$ cat config.mk
export PLATFORM = sky130hd
export DESIGN_NAME = huffman_stream_ctrl
export DESIGN_NICKNAME = d
export VERILOG_FILES = /design/src/rtl/huff_pkg.sv /design/src/rtl/huff_sym_fifo.sv /design/src/rtl/huffman_stream_ctrl.sv
export SDC_FILE = /design/constraint.sdc
export NUM_CORES = 1
export LEC_CHECK = 0
export ABC_CLOCK_PERIOD_IN_PS = 3250
export CAP_MARGIN = 20
export CORE_ASPECT_RATIO = 2
export CORE_MARGIN = 10
export CORE_UTILIZATION = 41
export CTS_CLUSTER_SIZE = 8
export DETAILED_ROUTE_END_ITERATION = 7
export DONT_BUFFER_PORTS = 1
export SETUP_SLACK_MARGIN = 0.05
export SLEW_MARGIN = 20
export SYNTH_ARGS = -nofsm -noshare
export SYNTH_HDL_FRONTEND = slang
export SYNTH_SLANG_ARGS = --single-unit
$ cat constraint.sdc
create_clock -name clk -period 3.25 [get_ports clk]
set_input_delay 0.325 -clock clk [delete_from_list [all_inputs] [get_ports clk]]
set_output_delay 0.325 -clock clk [all_outputs]
set_load 0.01 [all_outputs]
$ cat src/rtl/huff_pkg.sv
// Shared types and widths for the Huffman stream controller and its symbol FIFO.
package huff_pkg;
  localparam int SYM_W  = 6;
  localparam int BYTE_W = 8;
  localparam int IDX_W  = 3;

  typedef enum logic [2:0] {IDLE, LOAD, SHIFT, DONE, ERR} ctrl_state_t;
endpackage

$ cat src/rtl/huff_sym_fifo.sv
// Small symbol FIFO; supports push and pop in the same cycle, including push while full with a pop.
module huff_sym_fifo #(
  parameter int DEPTH  = 4,
  parameter int DATA_W = 6
) (
  input  logic              clk,
  input  logic              rst,
  input  logic              push,
  input  logic              pop,
  input  logic [DATA_W-1:0] wr_data,
  output logic [DATA_W-1:0] rd_data,
  output logic              full,
  output logic              empty
);
  localparam int AW = $clog2(DEPTH);
  localparam logic [AW:0] FULL_CNT = (AW + 1)'(DEPTH);

  logic [DATA_W-1:0] mem_q [DEPTH];
  logic [AW-1:0]     wr_ptr_q, wr_ptr_d, rd_ptr_q, rd_ptr_d;
  logic [AW:0]       cnt_q, cnt_d;
  logic              do_push, do_pop;

  always_comb begin
    empty    = (cnt_q == '0);
    full     = (cnt_q == FULL_CNT);
    do_pop   = pop && !empty;
    do_push  = push && (!full || do_pop);
    wr_ptr_d = do_push ? wr_ptr_q + 1'b1 : wr_ptr_q;
    rd_ptr_d = do_pop  ? rd_ptr_q + 1'b1 : rd_ptr_q;
    cnt_d    = cnt_q;
    case ({do_push, do_pop})
      2'b10:   cnt_d = cnt_q + 1'b1;
      2'b01:   cnt_d = cnt_q - 1'b1;
      default: cnt_d = cnt_q;
    endcase
    rd_data = mem_q[rd_ptr_q];
  end

  always_ff @(posedge clk) begin
    if (rst) begin
      wr_ptr_q <= '0;
      rd_ptr_q <= '0;
      cnt_q    <= '0;
    end else begin
      wr_ptr_q <= wr_ptr_d;
      rd_ptr_q <= rd_ptr_d;
      cnt_q    <= cnt_d;
    end
  end

  // Storage carries data only; occupancy is governed by the reset pointers.
  always_ff @(posedge clk) begin
    if (do_push) mem_q[wr_ptr_q] <= wr_data;
  end
endmodule

$ cat src/rtl/huffman_stream_ctrl.sv
// Feeds packed code bytes MSB-first into the serial Huffman decoder and
// buffers the decoded symbols, tracking per-frame symbol count and code errors.
module huffman_stream_ctrl
  import huff_pkg::*;
#(
  parameter int FIFO_DEPTH = 4,
  parameter int CNT_W      = 16
) (
  input  logic              clk,
  input  logic              rst,
  input  logic              start,
  input  logic [CNT_W-1:0]  frame_len,
  input  logic [BYTE_W-1:0] in_data,
  input  logic              in_valid,
  output logic              in_ready,
  output logic              dec_bit,
  output logic              dec_bit_vld,
  output logic              dec_clr,
  input  logic [SYM_W-1:0]  dec_sym,
  input  logic              dec_sym_vld,
  input  logic              dec_err,
  output logic [SYM_W-1:0]  sym_out,
  output logic              sym_vld,
  input  logic              sym_rdy,
  output logic              busy,
  output logic              done,
  output logic              err
);
  ctrl_state_t       state_q, state_d;
  logic [BYTE_W-1:0] sreg_q, sreg_d;
  logic [IDX_W-1:0]  idx_q, idx_d;
  logic [CNT_W-1:0]  cnt_q, cnt_d, tgt_q, tgt_d, cnt_inc;
  logic              err_q, err_d, dec_clr_q, dec_clr_d;
  logic              fifo_full, fifo_empty, push;

  huff_sym_fifo #(.DEPTH(FIFO_DEPTH), .DATA_W(SYM_W)) u_fifo (
    .clk     (clk),
    .rst     (rst),
    .push    (push),
    .pop     (sym_rdy),
    .wr_data (dec_sym),
    .rd_data (sym_out),
    .full    (fifo_full),
    .empty   (fifo_empty)
  );

  always_comb begin
    state_d     = state_q;
    sreg_d      = sreg_q;
    idx_d       = idx_q;
    cnt_d       = cnt_q;
    tgt_d       = tgt_q;
    err_d       = err_q;
    dec_clr_d   = 1'b0;
    in_ready    = (state_q == LOAD);
    dec_bit     = sreg_q[idx_q];
    // Stalling on a full FIFO guarantees every emitted symbol has a slot.
    dec_bit_vld = (state_q == SHIFT) && !fifo_full;
    push        = dec_bit_vld && dec_sym_vld;
    cnt_inc     = cnt_q + 1'b1;

    case (state_q)
      IDLE: begin
        if (start) begin
          tgt_d     = frame_len;
          cnt_d     = '0;
          err_d     = 1'b0;
          dec_clr_d = 1'b1;
          state_d   = (frame_len == '0) ? DONE : LOAD;
        end
      end
      LOAD: begin
        if (in_valid) begin
          sreg_d  = in_data;
          idx_d   = IDX_W'(BYTE_W - 1);
          state_d = SHIFT;
        end
      end
      SHIFT: begin
        if (dec_bit_vld) begin
          if (dec_err) begin
            err_d     = 1'b1;
            dec_clr_d = 1'b1;
            state_d   = ERR;
          end else if (dec_sym_vld && (cnt_inc == tgt_q)) begin
            cnt_d     = cnt_inc;
            dec_clr_d = 1'b1;
            state_d   = DONE;
          end else begin
            // Decoder prefix is kept across bytes, so no clear on reload.
            if (dec_sym_vld) cnt_d = cnt_inc;
            if (idx_q == '0) state_d = LOAD;
            else             idx_d   = idx_q - 1'b1;
          end
        end
      end
      DONE:    state_d = IDLE;
      ERR:     state_d = IDLE;
      default: state_d = IDLE;
    endcase

    busy    = (state_q != IDLE);
    done    = (state_q == DONE);
    err     = err_q;
    dec_clr = dec_clr_q;
    sym_vld = !fifo_empty;
  end

  always_ff @(posedge clk) begin
    if (rst) begin
      state_q   <= IDLE;
      idx_q     <= '0;
      cnt_q     <= '0;
      tgt_q     <= '0;
      err_q     <= 1'b0;
      dec_clr_q <= 1'b1;
    end else begin
      state_q   <= state_d;
      idx_q     <= idx_d;
      cnt_q     <= cnt_d;
      tgt_q     <= tgt_d;
      err_q     <= err_d;
      dec_clr_q <= dec_clr_d;
    end
  end

  always_ff @(posedge clk) begin
    sreg_q <= sreg_d;
  end
endmodule

* Yosys cells after proc, flatten, opt, wreduce, memory -nomap -nowiden *
Memories as Yosys holds them, arrays and structs flattened. A register that Yosys moved wholly into a read port is not among the register bits.
Index checks and enable logic that the tools add are counted.

word-level totals
  register bits = 55
  bits in writable memories = 24
  input port bits = 37
  output and inout port bits = 14
  logic and storage cells = 92
  memories kept = 1

cells by class
  $add $sub $neg = 6
  order comparisons = 1
  equal/unequal tests = 16
  multiplexer cells = 36
  reductions and logical operators = 22

memory list
  name          depth  width  rd ports  clocked after Yosys merged registers in  write ports  line                 RTL
  u_fifo.mem_q  4      6      1         1                                        1            huff_sym_fifo.sv:18  logic [DATA_W-1:0] mem_q [DEPTH];

operators with widths
  cell                                                                           number
  16-bit two-way mux                                                             5
  3-bit two-way mux                                                              11
  16-bit one-hot mux with 2 select lines                                         1
  16-bit by 1-bit adder with 16-bit output (second input constant)               1
  16-bit == test                                                                 1
  16-bit logical NOT                                                             1
  2-bit inequality test (second input constant)                                  7
  3-bit one-hot mux with 2 select lines                                          2
  1-bit two-way mux                                                              10
  3-bit logical NOT                                                              3
  3-bit one-hot mux with 3 select lines                                          1
  4-bit AND reduction                                                            2
  3-bit by 2-bit == test with 1-bit output (second input constant)               2
  2-bit two-way mux                                                              3
  6-bit AND reduction                                                            1
  2-bit nonzero test                                                             3
  3-bit by 1-bit subtractor with 3-bit output (second input constant)            2
  1-bit logical AND                                                              5
  5-bit AND reduction                                                            1
  2-bit by 1-bit adder with 2-bit output (second input constant)                 2
  3-bit by 4-bit less-than comparator with 1-bit output (second input constant)  1
  4-bit by 2-bit inequality test with 1-bit output (second input constant)       1
  1-bit one-hot mux with 2 select lines                                          2
  2-bit AND reduction                                                            2
  10 further kinds                                                               11

* Depth between registers and ports, before layout *
  depth after elaboration = 7
  mapped depth = 11

* Modules after synthesis *
From an unflattened synthesis, not the netlist that was laid out.

second synthesis, totals
  cell total of the unflattened synthesis = 411
  area total of the unflattened synthesis = 4144.0 um^2

modules (own cells, without submodules)
  module               instances  cells an instance  area each (um^2)  sequential area each (um^2)
  huffman_stream_ctrl  1          321                2746.4            1041.0
  huff_sym_fifo        1          90                 1397.6            900.9

* Worst setup path before layout *
No wires, ideal clock.

  path type = register -> register
  start = register cnt_q[0]
  end = register idx_q[1]
  arrival time = 2.448 ns
  slack = 0.678 ns
  cell stages (with the launch flop) = 10
  path buffers = 1
  path through = dfxtp_1 > ha_1 > buf_4 > nand3_4 > or3_1 > a2111oi_2 > nand4_1 > nor4_4 > nor3_1 > mux2_1

on the way
  longest elaborated chain between the ends = 5

ends and longest elaborated chain
  element                                   line                        RTL
  start: declaration                        huffman_stream_ctrl.sv:32   logic [CNT_W-1:0] cnt_q, cnt_d, tgt_q, tgt_d, cnt_inc;
  start signal: assignment                  huffman_stream_ctrl.sv:120  cnt_q <= cnt_d;
  16-bit by 1-bit adder with 16-bit output  huffman_stream_ctrl.sv:60   cnt_inc = cnt_q + 1'b1;
  16-bit == test                            huffman_stream_ctrl.sv:85   end else if (dec_sym_vld && (cnt_inc == tgt_q)) begin
  1-bit logical AND                         huffman_stream_ctrl.sv:85
  2-bit inequality test (no source line)    -
  6-bit AND reduction (no source line)      -
  end signal: assignment                    huffman_stream_ctrl.sv:119  idx_q <= idx_d;
  end: declaration                          huffman_stream_ctrl.sv:31   logic [IDX_W-1:0] idx_q, idx_d;

Every way passes these cells.
A chain may end at the register's enable or synchronous reset.

* Worst setup path in the final report *
Same ends and word-level chain as after synthesis.

==> run metrics <==
R2R Path Start=cnt_q[0]; Synth Net Count=between 400 and 500; GP Congestion=slightly below 0.9; Net Switching=964 uW; Ys Warns=0; Post-Route WL=10.3 mm; worst slew pin tran=0.913 ns; setup TNS=0 ns; Post-synth EDFFs=32; Inst Count DP=532; First-pass DRT Iterations=4; CP Launch Type=register; gr ovfl total=0; GRT Util Overall=14.3%; Critical R2R Capture=idx_q[1]; Die Width=90.5 um; number of global-route vias before repair=roughly 3200; Longest Clk Path Bufs=2; DRT antenna net count=0; Comb pwr share=26.7%; Clock Skew=0.00870 ns; core area=9760 um^2; Port Buffer Count=0; Worst EP arrival=3.15 ns; Power Density=around 670 nW/um^2; vias after detailed routing=between 3000 and 4000; final cell count without fillers=548; kind of critical path=register to register; Post-Syn Area=approximately 4000 um^2; count leader, synth=nand2_1; top_reg_cell synth=dfxtp_1; Tmin final=2.92 ns; DR DRC count=0; Endpoint, Worst Hold=tgt_q[6]; Post-synth top cells=nand2_1 (57), dfxtp_1 (49), nor2_1 (42); initial antenna violation count=0; Hold Crit Class=input pin to register; largest net degree at the start of global routing=51; Yosys cell types=61; cell count after synthesis=between 400 and 500; outcome=finished clean; Slew headroom=38.7%; n_diodes=0; Pleak=1.48 nW; CTS tree=yes; sequential fraction of the synthesis area=a little under half; unrepaired setup endpoints after global routing=no; H-tree depth=3; area grow syn2layout=8.65%; top cells by area, synth=dfxtp_1 (24%), edfxtp_1 (24%), nand2_1 (5.2%); # hold bufs at CTS=0; routed len/inst=18.7 um; Pint=~2 mW; fin crit share=89.9%; Peak supply drop=412 uV; die area=14600 um^2; Mean Syn Cell Area=9.69 um^2; Die Ht=around 160 um; Final Setup Violations=0; top-area cell type share of the netlist area=approximately a quarter; Post-synth ARST share=0%; Yosys reg bits=81; crit path max fanout=9; hold path start=rst; CTS buffer count=9; clk root buf=clkbuf_16; Final Hold Fails=0; DP HPWL=7.93 mm; Max Slew Vio Count=0; max_cap viols=0; switch share=between 30% and 40%; Reg power frac=43.0%; R2R Setup Slk=0.33 ns; Clock transition at path regs=0.06 ns; hold depth=1; fmax=approximately 340 MHz; CP Capture Type=register; vias per cell=5.65; clock latency on the worst-skew pair=0.34 ns; num ports=just over 50; row count=51; CP required=3.47 ns; FF-to-FF path depth=8; Initial Utilization=between 40% and 50%; largest area contributor in the netlist=dfxtp_1; clock sink total=81; Clock Power Share=slightly above 30%; fin nets=around 460; global-route wire length before repair=16.5 mm; share of cells above drive strength 1=9.13%; initial detailed-routing violation count=193
-- power by group through the flow --
| stage | Clock (mW) | Sequential, mW | Combinational, mW |
|---|---|---|---|
| detailed placement | 0 | 1.30 | 0.798 |
| finish | 0.902 | 1.28 | 0.794 |
| floorplan | 0 | 1.25 | 0.626 |
| global placement | 0 | 1.30 | 0.784 |
| CTS | 0.926 | 1.28 | 0.800 |
| global route | 0.970 | 1.30 | 0.887 |
-- final cells by class --
class / instances / area [um^2]
clock inverters: 4 / 20.0
multi-input cells: 303 / 1980
repair buffers: 6 / 45.0
fillers: 944 / 5330
well taps: 132 / 165
clock buffers: 12 / 246
inverters: 10 / 37.5
flip-flops and latches: 81 / 1940
-- per-layer routing --
metal | wire [um] | vias to the layer above | track usage, %
met5 | 0 | - | 0
li1 | - | 1510 | -
met4 | 359 | 0 | 8.52
met2 | 5750 | 75 | 27.2
met3 | 601 | 26 | 4.87
met1 | 3540 | 1487 | 12.4
-- cells in the final DEF, fill, tap and decap left out, types with 4 or more instances in the layout --
master and instances:
a311oi_1 6, a21oi_1 35, nand2_1 57, xnor2_1 12, nand4_1 5, and3_1 10
ha_1 7, nor3b_1 6, xor2_1 9, or3_1 8, clkbuf_16 9, nor2_1 42
o21ai_0 14, nor4_1 6, inv_1 10, nand3_1 10, and2_1 6, a31oi_1 4
nor3_1 11, buf_4 6, dfxtp_1 49, mux4_2 8, clkinv_2 4, edfxtp_1 32
-- stage by stage --
stage               cell area (um^2)  total power [mW]  hold slack, ns  worst slack [ns]  util (%)
floorplan                       4080              1.87           0.423             0.678         -
global placement                4160              2.08           0.400             0.414      42.6
detailed placement              4160              2.10           0.402             0.280      42.6
CTS                             4430              3.01          0.0424             0.270      45.4
global route                    4430              3.15          0.0369             0.134      45.4
finish                          4430              2.98          0.0473             0.327      45.4
-- worst max path at each step --
stage              from  endpoint  cells after the start
6_report       cnt_q[0]  idx_q[1]                      8
4_1_cts        cnt_q[0]  idx_q[1]                      8
5_1_grt        cnt_q[0]  idx_q[1]                      8
3_5_place_dp   cnt_q[0]  idx_q[1]                      8
3_3_place_gp   cnt_q[0]  idx_q[1]                      8
2_1_floorplan  cnt_q[0]  idx_q[1]                      9
-- critical path: stages, from the launching register on --
cell	delay (ns)
dfxtp_1	0.44
ha_2	0.33
nand3_4	0.12
or3_1	0.41
a2111oi_2	0.40
nand4_1	0.19
nor4_4	0.42
nor3_1	0.14
mux2_1	0.33
-- flip-flops by register name, indices dropped and copies added (netlist names), named ones only --
name / cells
u_fifo.rd_ptr_q: 2
idx_q: 3
dec_clr: 1
state_q: 3
err: 1
u_fifo.cnt_q: 3
sreg_q: 8
cnt_q: 16
u_fifo.wr_ptr_q: 2
tgt_q: 16
u_fifo.mem_q: 24
-- what timing repair did --
| item | CTS | global route |
|---|---|---|
| gates resized for setup | 0 | 1 |
| setup buffers | 0 | 0 |
| endpoints found under the setup margin | 0 | 2 |
| hold endpoints to repair | 0 | 0 |
-- cell families after synthesis --
family	Yosys count	share of synthesized area (%)
and+or+nand+nor	175	21.4
AOI/OAI and AO/OA	87	13.9
xor gates and xnor gates	22	5.09
muxes	10	4.97
DFF	81	47.6
adders and majority gates	9	2.94
buffers and inverters	37	4.02
Note: power is estimated with default switching activity, not from simulation.
